### config.mk
export PLATFORM = sky130hd
export DESIGN_NAME = free_list_nport_flat
export DESIGN_NICKNAME = d
export VERILOG_FILES = /design/src/rtl/free_list_nport_pkg.sv /design/src/rtl/free_list_nport_if.sv /design/src/rtl/free_list_nport_port_compactor.sv /design/src/rtl/free_list_nport.sv /design/src/flat_wrapper.sv
export SDC_FILE = /design/constraint.sdc
export NUM_CORES = 1
export LEC_CHECK = 0
export CORE_UTILIZATION = 25
export CTS_CLUSTER_DIAMETER = 80
export CTS_CLUSTER_SIZE = 40
export DETAILED_ROUTE_END_ITERATION = 8
export HOLD_SLACK_MARGIN = 0.05
export PLACE_DENSITY = 0.41
export SYNTH_ARGS = -nofsm -noshare
export SYNTH_HDL_FRONTEND = slang
export SYNTH_HIERARCHICAL = 1
export SYNTH_SLANG_ARGS = --single-unit
### constraint.sdc
create_clock -name clk -period 8.75 [get_ports clk]
set_input_delay 1.75 -clock clk [delete_from_list [all_inputs] [get_ports clk]]
set_output_delay 1.75 -clock clk [all_outputs]
set_load 0.03 [all_outputs]
### src/rtl/free_list_nport_pkg.sv
// Shared constants and helpers for the N-port physical tag free list.
// Imported by the interface, the port compactor and the top.
package free_list_pkg;

    localparam int DEF_DEPTH      = 32;
    localparam int DEF_TAG_W      = 6;
    localparam int DEF_TAG_OFFSET = 32;
    localparam int DEF_NUM_ALLOC  = 3;
    localparam int DEF_NUM_FREE   = 3;
    localparam int DEF_NUM_CKPT   = 4;

    // Modular distance tail-head on (aw+1)-bit pointers.
    function automatic logic [31:0] ptr_count(
        input logic [31:0] tail,
        input logic [31:0] head,
        input int          aw
    );
        logic [31:0] mask;
        mask = (32'd1 << (aw + 1)) - 32'd1;
        return (tail - head) & mask;
    endfunction

    // Population count of a request/enable vector of up to 4 bits.
    function automatic logic [2:0] popcount4(input logic [3:0] v);
        return {2'b0, v[0]} + {2'b0, v[1]}
             + {2'b0, v[2]} + {2'b0, v[3]};
    endfunction

endpackage

### src/rtl/free_list_nport_if.sv
// Allocate/free bundle between the rename stage and the free list.
// master = rename stage, slave = free list.
interface free_list_nport_if
    import free_list_pkg::*;
#(
    parameter int NUM_ALLOC = DEF_NUM_ALLOC,
    parameter int NUM_FREE  = DEF_NUM_FREE,
    parameter int TAG_W     = DEF_TAG_W
);
    logic [NUM_ALLOC-1:0]            alloc_req;
    logic                            alloc_ready;
    logic [NUM_ALLOC-1:0]            alloc_valid;
    logic [NUM_ALLOC-1:0][TAG_W-1:0] alloc_tag;
    logic [NUM_FREE-1:0]             free_en;
    logic [NUM_FREE-1:0][TAG_W-1:0]  free_tag;

    modport master (
        output alloc_req, free_en, free_tag,
        input  alloc_ready, alloc_valid, alloc_tag
    );

    modport slave (
        input  alloc_req, free_en, free_tag,
        output alloc_ready, alloc_valid, alloc_tag
    );
endinterface

### src/rtl/free_list_nport_port_compactor.sv
// Maps a sparse enable vector onto consecutive slots: each port gets
// the number of enabled ports below it, plus the total count.
module port_compactor
    import free_list_pkg::*;
#(
    parameter int W = 3
) (
    input  logic [W-1:0]      en_i,
    output logic [W-1:0][2:0] off_o,
    output logic [2:0]        total_o
);
    logic [2:0] acc;
    logic [3:0] en4;

    // Running prefix sum gives each enabled port its slot offset.
    always_comb begin
        en4        = '0;
        en4[W-1:0] = en_i;
        acc        = '0;
        for (int i = 0; i < W; i++) begin
            off_o[i] = acc;
            acc      = acc + {2'b0, en_i[i]};
        end
        total_o = popcount4(en4);
    end
endmodule

### src/rtl/free_list_nport.sv
// N-port free list of physical tags with head checkpoints.
// Optional FREE_LIST_STATS_EN adds saturating usage counters.
module free_list_nport
    import free_list_pkg::*;
#(
    parameter int DEPTH      = DEF_DEPTH,
    parameter int TAG_W      = DEF_TAG_W,
    parameter int TAG_OFFSET = DEF_TAG_OFFSET,
    parameter int NUM_ALLOC  = DEF_NUM_ALLOC,
    parameter int NUM_FREE   = DEF_NUM_FREE,
    parameter int NUM_CKPT   = DEF_NUM_CKPT,
    parameter int AW         = $clog2(DEPTH),
    parameter int CW         = (NUM_CKPT > 1) ? $clog2(NUM_CKPT) : 1
) (
    input  logic                clk,
    input  logic                rst,
    free_list_nport_if.slave    fl,
    input  logic                ckpt_save,
    input  logic [CW-1:0]       ckpt_save_id,
    input  logic                ckpt_restore,
    input  logic [CW-1:0]       ckpt_restore_id,
    output logic [AW:0]         count,
    output logic                empty,
    output logic                full,
    output logic                overflow_err
`ifdef FREE_LIST_STATS_EN
    ,
    output logic [31:0]         stat_allocs,
    output logic [31:0]         stat_frees,
    output logic [31:0]         stat_stalls
`endif
);
    logic [TAG_W-1:0] mem_q [DEPTH];
    logic [AW:0]      head_q, head_d;
    logic [AW:0]      tail_q, tail_d;
    logic [AW:0]      slot_q [NUM_CKPT];
    logic             ovf_q;

    logic [NUM_ALLOC-1:0][2:0] a_off;
    logic [NUM_FREE-1:0][2:0]  f_off;
    logic [2:0]  n_req, n_free, n_grant, n_acc;
    logic        ready, free_ok;
    logic [AW+1:0] occ;

    port_compactor #(.W(NUM_ALLOC)) u_alloc_cmp (
        .en_i    (fl.alloc_req),
        .off_o   (a_off),
        .total_o (n_req)
    );

    port_compactor #(.W(NUM_FREE)) u_free_cmp (
        .en_i    (fl.free_en),
        .off_o   (f_off),
        .total_o (n_free)
    );

    assign count = (AW+1)'(ptr_count(32'(tail_q), 32'(head_q), AW));
    assign empty = (count == '0);
    assign full  = (count == (AW+1)'(DEPTH));
    assign overflow_err = ovf_q;

    // All-or-nothing grants from registered state; frees never bypass.
    always_comb begin
        ready   = (count >= (AW+1)'(n_req)) && !ckpt_restore;
        n_grant = ready ? n_req : 3'd0;
        for (int p = 0; p < NUM_ALLOC; p++) begin
            fl.alloc_valid[p] = ready && fl.alloc_req[p];
            fl.alloc_tag[p]   = '0;
            if (fl.alloc_valid[p])
                fl.alloc_tag[p] =
                    mem_q[head_q[AW-1:0] + AW'(a_off[p])];
        end
        fl.alloc_ready = ready;
        occ = {1'b0, count} - (AW+2)'(n_grant)
            + (AW+2)'(n_free);
        free_ok = (occ <= (AW+2)'(DEPTH));
        n_acc   = free_ok ? n_free : 3'd0;
        head_d  = ckpt_restore ? slot_q[ckpt_restore_id]
                               : head_q + (AW+1)'(n_grant);
        tail_d  = tail_q + (AW+1)'(n_acc);
    end

    // Pointer and sticky overflow state.
    always_ff @(posedge clk) begin
        if (rst) begin
            head_q <= '0;
            tail_q <= (AW+1)'(DEPTH);
            ovf_q  <= 1'b0;
        end else begin
            head_q <= head_d;
            tail_q <= tail_d;
            ovf_q  <= ovf_q | !free_ok;
        end
    end

    // Tag storage: reset to the identity map, frees packed at tail.
    always_ff @(posedge clk) begin
        if (rst) begin
            for (int i = 0; i < DEPTH; i++)
                mem_q[i] <= TAG_W'(i + TAG_OFFSET);
        end else if (free_ok) begin
            for (int p = 0; p < NUM_FREE; p++)
                if (fl.free_en[p])
                    mem_q[tail_q[AW-1:0] + AW'(f_off[p])]
                        <= fl.free_tag[p];
        end
    end

    // Checkpoint slots hold post-grant head; a restore blocks saving.
    always_ff @(posedge clk) begin
        if (rst) begin
            for (int i = 0; i < NUM_CKPT; i++)
                slot_q[i] <= '0;
        end else if (ckpt_save && !ckpt_restore) begin
            slot_q[ckpt_save_id] <= head_d;
        end
    end

`ifdef FREE_LIST_STATS_EN
    logic [31:0] sa_q, sa_d, sf_q, sf_d, ss_q, ss_d;

    function automatic logic [31:0] sat_add(
        input logic [31:0] a,
        input logic [2:0]  b
    );
        logic [32:0] s;
        s = {1'b0, a} + 33'(b);
        return s[32] ? '1 : s[31:0];
    endfunction

    // Saturating next values for the usage counters.
    always_comb begin
        sa_d = sat_add(sa_q, n_grant);
        sf_d = sat_add(sf_q, n_acc);
        ss_d = sat_add(ss_q,
                       {2'b0, (n_req != 3'd0) && !ready});
    end

    // Usage counter registers.
    always_ff @(posedge clk) begin
        if (rst) begin
            sa_q <= '0;
            sf_q <= '0;
            ss_q <= '0;
        end else begin
            sa_q <= sa_d;
            sf_q <= sf_d;
            ss_q <= ss_d;
        end
    end

    assign stat_allocs = sa_q;
    assign stat_frees  = sf_q;
    assign stat_stalls = ss_q;
`endif

endmodule

### src/flat_wrapper.sv
// flat-port wrapper written by rule: the top's interface ports become plain ports
module free_list_nport_flat import free_list_pkg::*;
#(
    parameter int DEPTH      = DEF_DEPTH,
    parameter int TAG_W      = DEF_TAG_W,
    parameter int TAG_OFFSET = DEF_TAG_OFFSET,
    parameter int NUM_ALLOC  = DEF_NUM_ALLOC,
    parameter int NUM_FREE   = DEF_NUM_FREE,
    parameter int NUM_CKPT   = DEF_NUM_CKPT,
    parameter int AW         = $clog2(DEPTH),
    parameter int CW         = (NUM_CKPT > 1) ? $clog2(NUM_CKPT) : 1
)
  (clk, rst, ckpt_save, ckpt_save_id, ckpt_restore, ckpt_restore_id, count, empty, full, overflow_err, fl_alloc_req, fl_free_en, fl_free_tag, fl_alloc_ready, fl_alloc_valid, fl_alloc_tag);
  free_list_nport_if #(.NUM_ALLOC(NUM_ALLOC), .NUM_FREE(NUM_FREE), .TAG_W(TAG_W)) fl_i ();
  input  logic clk;
  input  logic rst;
  input  logic ckpt_save;
  input  logic [CW-1:0] ckpt_save_id;
  input  logic ckpt_restore;
  input  logic [CW-1:0] ckpt_restore_id;
  output logic [AW:0] count;
  output logic empty;
  output logic full;
  output logic overflow_err;
  input wire logic [$bits(fl_i.alloc_req)-1:0] fl_alloc_req;
  input wire logic [$bits(fl_i.free_en)-1:0] fl_free_en;
  input wire logic [$bits(fl_i.free_tag)-1:0] fl_free_tag;
  output wire logic [$bits(fl_i.alloc_ready)-1:0] fl_alloc_ready;
  output wire logic [$bits(fl_i.alloc_valid)-1:0] fl_alloc_valid;
  output wire logic [$bits(fl_i.alloc_tag)-1:0] fl_alloc_tag;
  assign fl_i.alloc_req = fl_alloc_req;
  assign fl_i.free_en = fl_free_en;
  assign fl_i.free_tag = fl_free_tag;
  assign fl_alloc_ready = fl_i.alloc_ready;
  assign fl_alloc_valid = fl_i.alloc_valid;
  assign fl_alloc_tag = fl_i.alloc_tag;
  free_list_nport #(.DEPTH(DEPTH), .TAG_W(TAG_W), .TAG_OFFSET(TAG_OFFSET), .NUM_ALLOC(NUM_ALLOC), .NUM_FREE(NUM_FREE), .NUM_CKPT(NUM_CKPT), .AW(AW), .CW(CW)) u_core (.clk(clk), .rst(rst), .fl(fl_i), .ckpt_save(ckpt_save), .ckpt_save_id(ckpt_save_id), .ckpt_restore(ckpt_restore), .ckpt_restore_id(ckpt_restore_id), .count(count), .empty(empty), .full(full), .overflow_err(overflow_err));
endmodule
Yosys cells after proc, flatten, opt, wreduce, memory -nomap -nowiden
Memory sizes are Yosys's and may differ from the RTL's. A register that Yosys moved wholly into a read port is not among the register bits.
Index checks and enable logic that the tools add are counted.
{ "totals": {"register_bits": 13, "latch_bits": 0, "ram_bits": 216, "mem_bits_ro": 0, "inputBits": 32, "output_inout_bits": 31, "wordCells": 70, "mem_count": 2} }
{ "memory_table": {"columns": ["memory", "words", "width", "read_ports", "rd_clocked_by_memory_dff", "write_ports", "line_no", "source"], "rows": [
  ["u_core.mem_q", 32, 6, 3, 1, 32, "free_list_nport.sv:33", "logic [TAG_W-1:0] mem_q [DEPTH];"],
  ["u_core.slot_q", 4, 6, 1, 0, 4, "free_list_nport.sv:36", "logic [AW:0] slot_q [NUM_CKPT];"]
]} }
{ "op_classes": {"n_addsub": 13, "multipliers": 0, "div": 0, "n_lt_le_gt_ge": 2, "n_eq_ne": 1, "shifts": 0, "muxes": 36, "n_bitwise": 1, "reduce_logical": 12} }
{ "op_table": {"columns": ["operator", "count"], "rows": [
  ["$mux W6", 8],
  ["$reduce_or A6 Y1", 4],
  ["$mux W1", 21],
  ["$mux W5", 4],
  ["$add A6 B3 Y6", 2],
  ["$add A5 B1 Y5", 2],
  ["$add A5 B2 Y5", 2],
  ["$add A7 B3 Y7", 1],
  ["$le A7 B6 Y1 const B", 1],
  ["$sub A6 B3 Y7", 1],
  ["$add A2 B1 Y3", 2],
  ["$eq A6 B6 Y1 const B", 1],
  ["$ge A6 B3 Y1", 1],
  ["$logic_not A6 Y1", 1],
  ["$mux W3", 2],
  ["$sub A6 B6 Y6", 1],
  ["$logic_and A1 B1 Y1", 5],
  ["$add A1 B1 Y2", 2],
  ["$logic_not A1 Y1", 2],
  ["$mux W2", 1],
  ["$or A1 B1 Y1", 1]
]} }

Logic depth before layout (Yosys ltp)
{ "depth": {"word_depth": 13, "mapped_depth": 33, "ltp_nobuf": 29} }

Cells and area by module
Netlist, hierarchy kept.
{ "by_module_without_submodules": {"columns": ["mod", "instances", "cells_per_inst", "area_each_um2", "seq_area_each_um2"], "rows": [
  ["free_list_nport", 1, 1999, 20703.6, 6746.5],
  ["port_compactor at u_core.u_free_cmp", 1, 17, 132.6, 0.0],
  ["port_compactor at u_core.u_alloc_cmp", 1, 12, 113.9, 0.0]
]} }

Least setup slack after synthesis
No wires, ideal clock.
{ "synth_timing": {"path_kind": "input port to flip-flop", "start": "input fl_alloc_req[0]", "end": "register u_core.tail_q[5]", "setup_ns": 0.137, "t_arrival_ns": 7.286, "t_required_ns": 8.613, "path_slack_ns": 1.327, "stages": 25, "path_buffers": 2, "path_cell_list": "fa_1 > ha_1 > nand2b_1 > a21oi_1 > nor2b_1 > o31ai_1 > a31oi_1 > nand2_1 > fa_1 > inv_1 > fa_1 > nand2b_1 > a21oi_1 > xor2_1 > o22a_1 > nor3_1 > clkbuf_1 > clkbuf_1 > nand2_1 > inv_1 > ha_1 > a21o_1 > a21oi_1 > or3_1 > nand3_1"} }
{ "synth_between": {"elab_chain_cells": 10} }
{ "synth_rtl": {"columns": ["element", "line_no", "source"], "rows": [
  ["start: declaration", "flat_wrapper.sv:25", "input wire logic [$bits(fl_i.alloc_req)-1:0] fl_alloc_req;"],
  ["$add A1 B1 Y2", "free_list_nport_pkg.sv:25", "return {2'b0, v[0]} + {2'b0, v[1]}"],
  ["$add A2 B1 Y3", "free_list_nport_pkg.sv:26", "+ {2'b0, v[2]} + {2'b0, v[3]};"],
  ["$ge A6 B3 Y1", "free_list_nport.sv:64", "ready = (count >= (AW+1)'(n_req)) && !ckpt_restore;"],
  ["$logic_and A1 B1 Y1", "free_list_nport.sv:64", null],
  ["net fl_alloc_ready", "flat_wrapper.sv:28", "output wire logic [$bits(fl_i.alloc_ready)-1:0] fl_alloc_ready;"],
  ["$mux W3", "free_list_nport.sv:65", "n_grant = ready ? n_req : 3'd0;"],
  ["$sub A6 B3 Y7", "free_list_nport.sv:74", "occ = {1'b0, count} - (AW+2)'(n_grant)"],
  ["$add A7 B3 Y7", "free_list_nport.sv:75", "+ (AW+2)'(n_free);"],
  ["$le A7 B6 Y1", "free_list_nport.sv:76", "free_ok = (occ <= (AW+2)'(DEPTH));"],
  ["$mux W3", "free_list_nport.sv:77", "n_acc = free_ok ? n_free : 3'd0;"],
  ["$add A6 B3 Y6", "free_list_nport.sv:80", "tail_d = tail_q + (AW+1)'(n_acc);"],
  ["end signal: assignment", "free_list_nport.sv:87", "tail_q <= (AW+1)'(DEPTH);"],
  ["end signal: assignment", "free_list_nport.sv:91", "tail_q <= tail_d;"],
  ["end: declaration", "free_list_nport.sv:35", "logic [AW:0] tail_q, tail_d;"]
]} }
The timed path passes the listed nets, and every way through them passes these cells.
A chain may end at the register's enable or synchronous reset.

==> qor.yml <==
tightest_slew_ps: 1410
worst_setup_path_end_kind: "register"
hold_class: "register to register"
portBuffers: 62
ios: 63
setup_slack_ps: 988
place.gp.congestion: 0.988
p_per_area_nw_per_um2: 359
path_cells: "clkdlybuf4s50_1 -> fa_1 -> ha_1 -> nand2b_1 -> a21oi_1 -> nor2b_1 -> o31ai_1 -> a31oi_1 -> and2_1 -> ha_1 -> inv_1 -> ha_1 -> inv_1 -> fa_1 -> nand2b_1 -> a21oi_1 -> a31oi_1 -> or4b_2 -> nand2_1 -> buf_12 -> a2111oi_0 -> a311o_1"
final_layout_size_suffix_gt1_share_pct: 20.4
netSwitchingPower_mw: 5.06
grt_usage_pct: 26.2
clockPowerShare_pct: 11.6
internal-power_mw: 3.49
fin_crit_sh_pct: 88.7
syn_to_final_growth_pct: 13.7
fillers: 8529
drc_errors: 0
drt-initial-drc-count: 3107
overflow: 0
tns_ps: 0
combinationalPowerShare_pct: 72.3
ys.flop_type: "edfxtp_1"
critPathArrivalTime_ps: 8130
start_util_pct: 25.4
outcome: "finished clean"
yosysUniqueCellTypes: 83
synth_area_per_cell_um2: 10.3
reg2reg_depth: 22
final_common_cell: "edfxtp_1"
nets: 2106
fp-row-count: 105
relSlewSlack_pct: 5.74
fp.dieArea_um2: 85000
vias: 20200
grt_max_degree: 60
fmax_ghz: 0.129
clk_path_buf_depth: 3
wl_um: 115000
slew_viol_final: 0
cp-endpoint: "u_core/mem_q[0][4]$_DFFE_PP_"
clock_sinks: 229
postCtsSetupBuffers: 0
crit_required_ps: 9120
async_flop_share_pct: 0
dpl_worst_slack_ps: 653
netlist.area_leader.share_pct: 31.0
max_stage_delay_ps: 1110
placedCellCount: 3063
yosys.area.top_type: "edfxtp_1"
grt_first_pass_wirelength_um: 157000
dr.pass1.iters: 9
postCtsHoldBufs: 0
fin_crit_ps: 7760
ys_ff_latch: 229
seq_area_um2: 6750
ys_warn_count: 6
cts_inserted_buffers: 19
slowest_stage: "a2111oi_0"
hold_slack_ps: 485
wl_per_cell_um: 37.1
startpoint: "fl_alloc_req[0]"
die_height_um: 291
final_cell_mix: "216 x edfxtp_1, 186 x mux4_2, 179 x nor2_1, 133 x nand3_1, 117 x nand2_1"
finalHoldViolations: 0
ant_nets: 0
multiInputGateArea_um2: 13200
clk_latency_ps: 550
hpwl_um: 86200
yosysSeqAreaShare_pct: 32.2
post-route-util_pct: 28.9
cp_max_fo: 39
grt_pass1_vias: 19200
ctsResizeCount: 0
reg2reg_slack_ps: 1670
coreArea_um2: 82500
cts.clk_slew.worst_paths_ps: 80
reg2reg_from: "u_core/head_q[4]$_SDFF_PP0_"
worstReg2RegEnd: "u_core/mem_q[0][4]$_DFFE_PP_"
rsz0062_at_grt: "false"
cts_tree: "done"
worstSetupPathType: "primary input to register"
p_leak_nw: 7.04
synth_area_leaders: "edfxtp_1 31%, mux4_2 20%, nor2_1 3.2%"
netlist_instances: 2028
syn_area_um2: 21000
ctsHtreeMaxLevel: 1
swShare_pct: 59.2
sequentialPowerShare_pct: 16.1
drv_cap: 0
cts-root-buf: "clkbuf_16"
crit_path_frequent_cell: "ha_1"
instances_no_fill: 3098
finClkSkew_ps: 34.0
vias_per_cell: 6.53
crit_path_start_kind: "primary input"
worst_ir_drop_vdd_mv: 0.785
die_x_um: 291
finalSetupViolCount: 0
synth_edf_count: 216
antenna_found_initial: 8
## registers in the layout, indices dropped and copies added, names as in the netlist
name / count
u_core/tail_q: 6
u_core/mem_q: 192
u_core/head_q: 6
u_core/slot_q: 24
u_core/overflow_err: 1
## kinds of logic (layout without fill, tap and decap cells)
family | Yosys count | after routing | synth area share (%)
other cells | 2 | 14 | 0.0358
simple gates | 826 | 826 | 20.7
compound gates | 393 | 393 | 14.9
mux | 209 | 209 | 21.1
fa+ha+maj | 60 | 60 | 4.09
flops | 229 | 229 | 32.2
xor+xnor | 31 | 31 | 1.33
buf+inv | 278 | 266 | 5.71
## power by group through the flow
| stage | clock (mW) | sequential, mW | combinational [mW] |
|---|---|---|---|
| floorplan | 0 | 1.35 | 3.54 |
| global placement | 0 | 1.40 | 5.94 |
| detailed placement | 0 | 1.40 | 5.95 |
| CTS | 1.01 | 1.38 | 5.96 |
| global route | 1.04 | 1.38 | 6.28 |
| finish | 0.992 | 1.38 | 6.19 |
## area by class of cell
type                            instances  area share [%]
Clock buffer                           19            2.00
Antenna cell                            2          0.0210
Multi-Input combinational cell       1531            55.4
Clock inverter                         14           0.893
Sequential cell                       229            28.3
Tap cell                             1070            5.62
Inverter                               52           0.819
Timing Repair Buffer                  181            6.89
## metrics by stage
step,instance area [um2],total power [mW]
after floorplan,21000,4.90
after global placement,23100,7.34
after detailed placement,23100,7.35
after CTS,23800,8.34
after global routing,23800,8.70
final,23800,8.56
## synth_stat cells, types with 12 or more instances
library cell / count
or3_1: 31
o21ai_1: 18
a21o_1: 15
or4_1: 16
a2111oi_0: 16
clkbuf_1: 129
o211ai_1: 29
buf_4: 18
a211oi_1: 23
a221oi_1: 25
nand2b_1: 14
o221a_2: 20
mux2i_1: 23
o221ai_1: 46
nand3_1: 134
ha_1: 46
nor4_1: 62
nor3_1: 110
o21ai_0: 25
buf_1: 21
o22ai_1: 18
and4_1: 12
mux4_2: 186
nor2_1: 180
nand4_1: 55
and3_1: 35
inv_1: 49
xnor2_1: 22
nand2_1: 117
buf_2: 56
fa_1: 14
dfxtp_1: 13
o221a_1: 20
a21oi_1: 44
edfxtp_1: 216
## how the worst min path moves through the flow
stage	from	to	slack, ps	cells past startpoint
final	u_core/overflow_err$_SDFF_PP0_	u_core/overflow_err$_SDFF_PP0_	480	2
after global routing	u_core/overflow_err$_SDFF_PP0_	u_core/overflow_err$_SDFF_PP0_	520	2
after CTS	u_core/overflow_err$_SDFF_PP0_	u_core/overflow_err$_SDFF_PP0_	490	2
after detailed placement	u_core/overflow_err$_SDFF_PP0_	u_core/overflow_err$_SDFF_PP0_	470	2
after global placement	u_core/overflow_err$_SDFF_PP0_	u_core/overflow_err$_SDFF_PP0_	460	2
after floorplan	u_core/tail_q[5]$_SDFF_PP1_	u_core/tail_q[5]$_SDFF_PP1_	490	2
## per-layer routing
metal,vias to the layer above,share of wire (%),track usage (%)
met5,-,0.043,0
met4,8,5.9,12.9
met3,347,11,6.74
met2,1530,43,39.8
met1,10100,40,34.4
li1,8219,-,-
## worst max-delay path, delay by kind of cell
family	cells	cell delay, ps
AO/OA/AOI/OAI	7	2350
buffers and inverters	4	930
AND/OR/NAND/NOR	6	1180
adder cells (fa/ha/maj)	5	1870
Note: power is estimated with default switching activity, not from simulation.
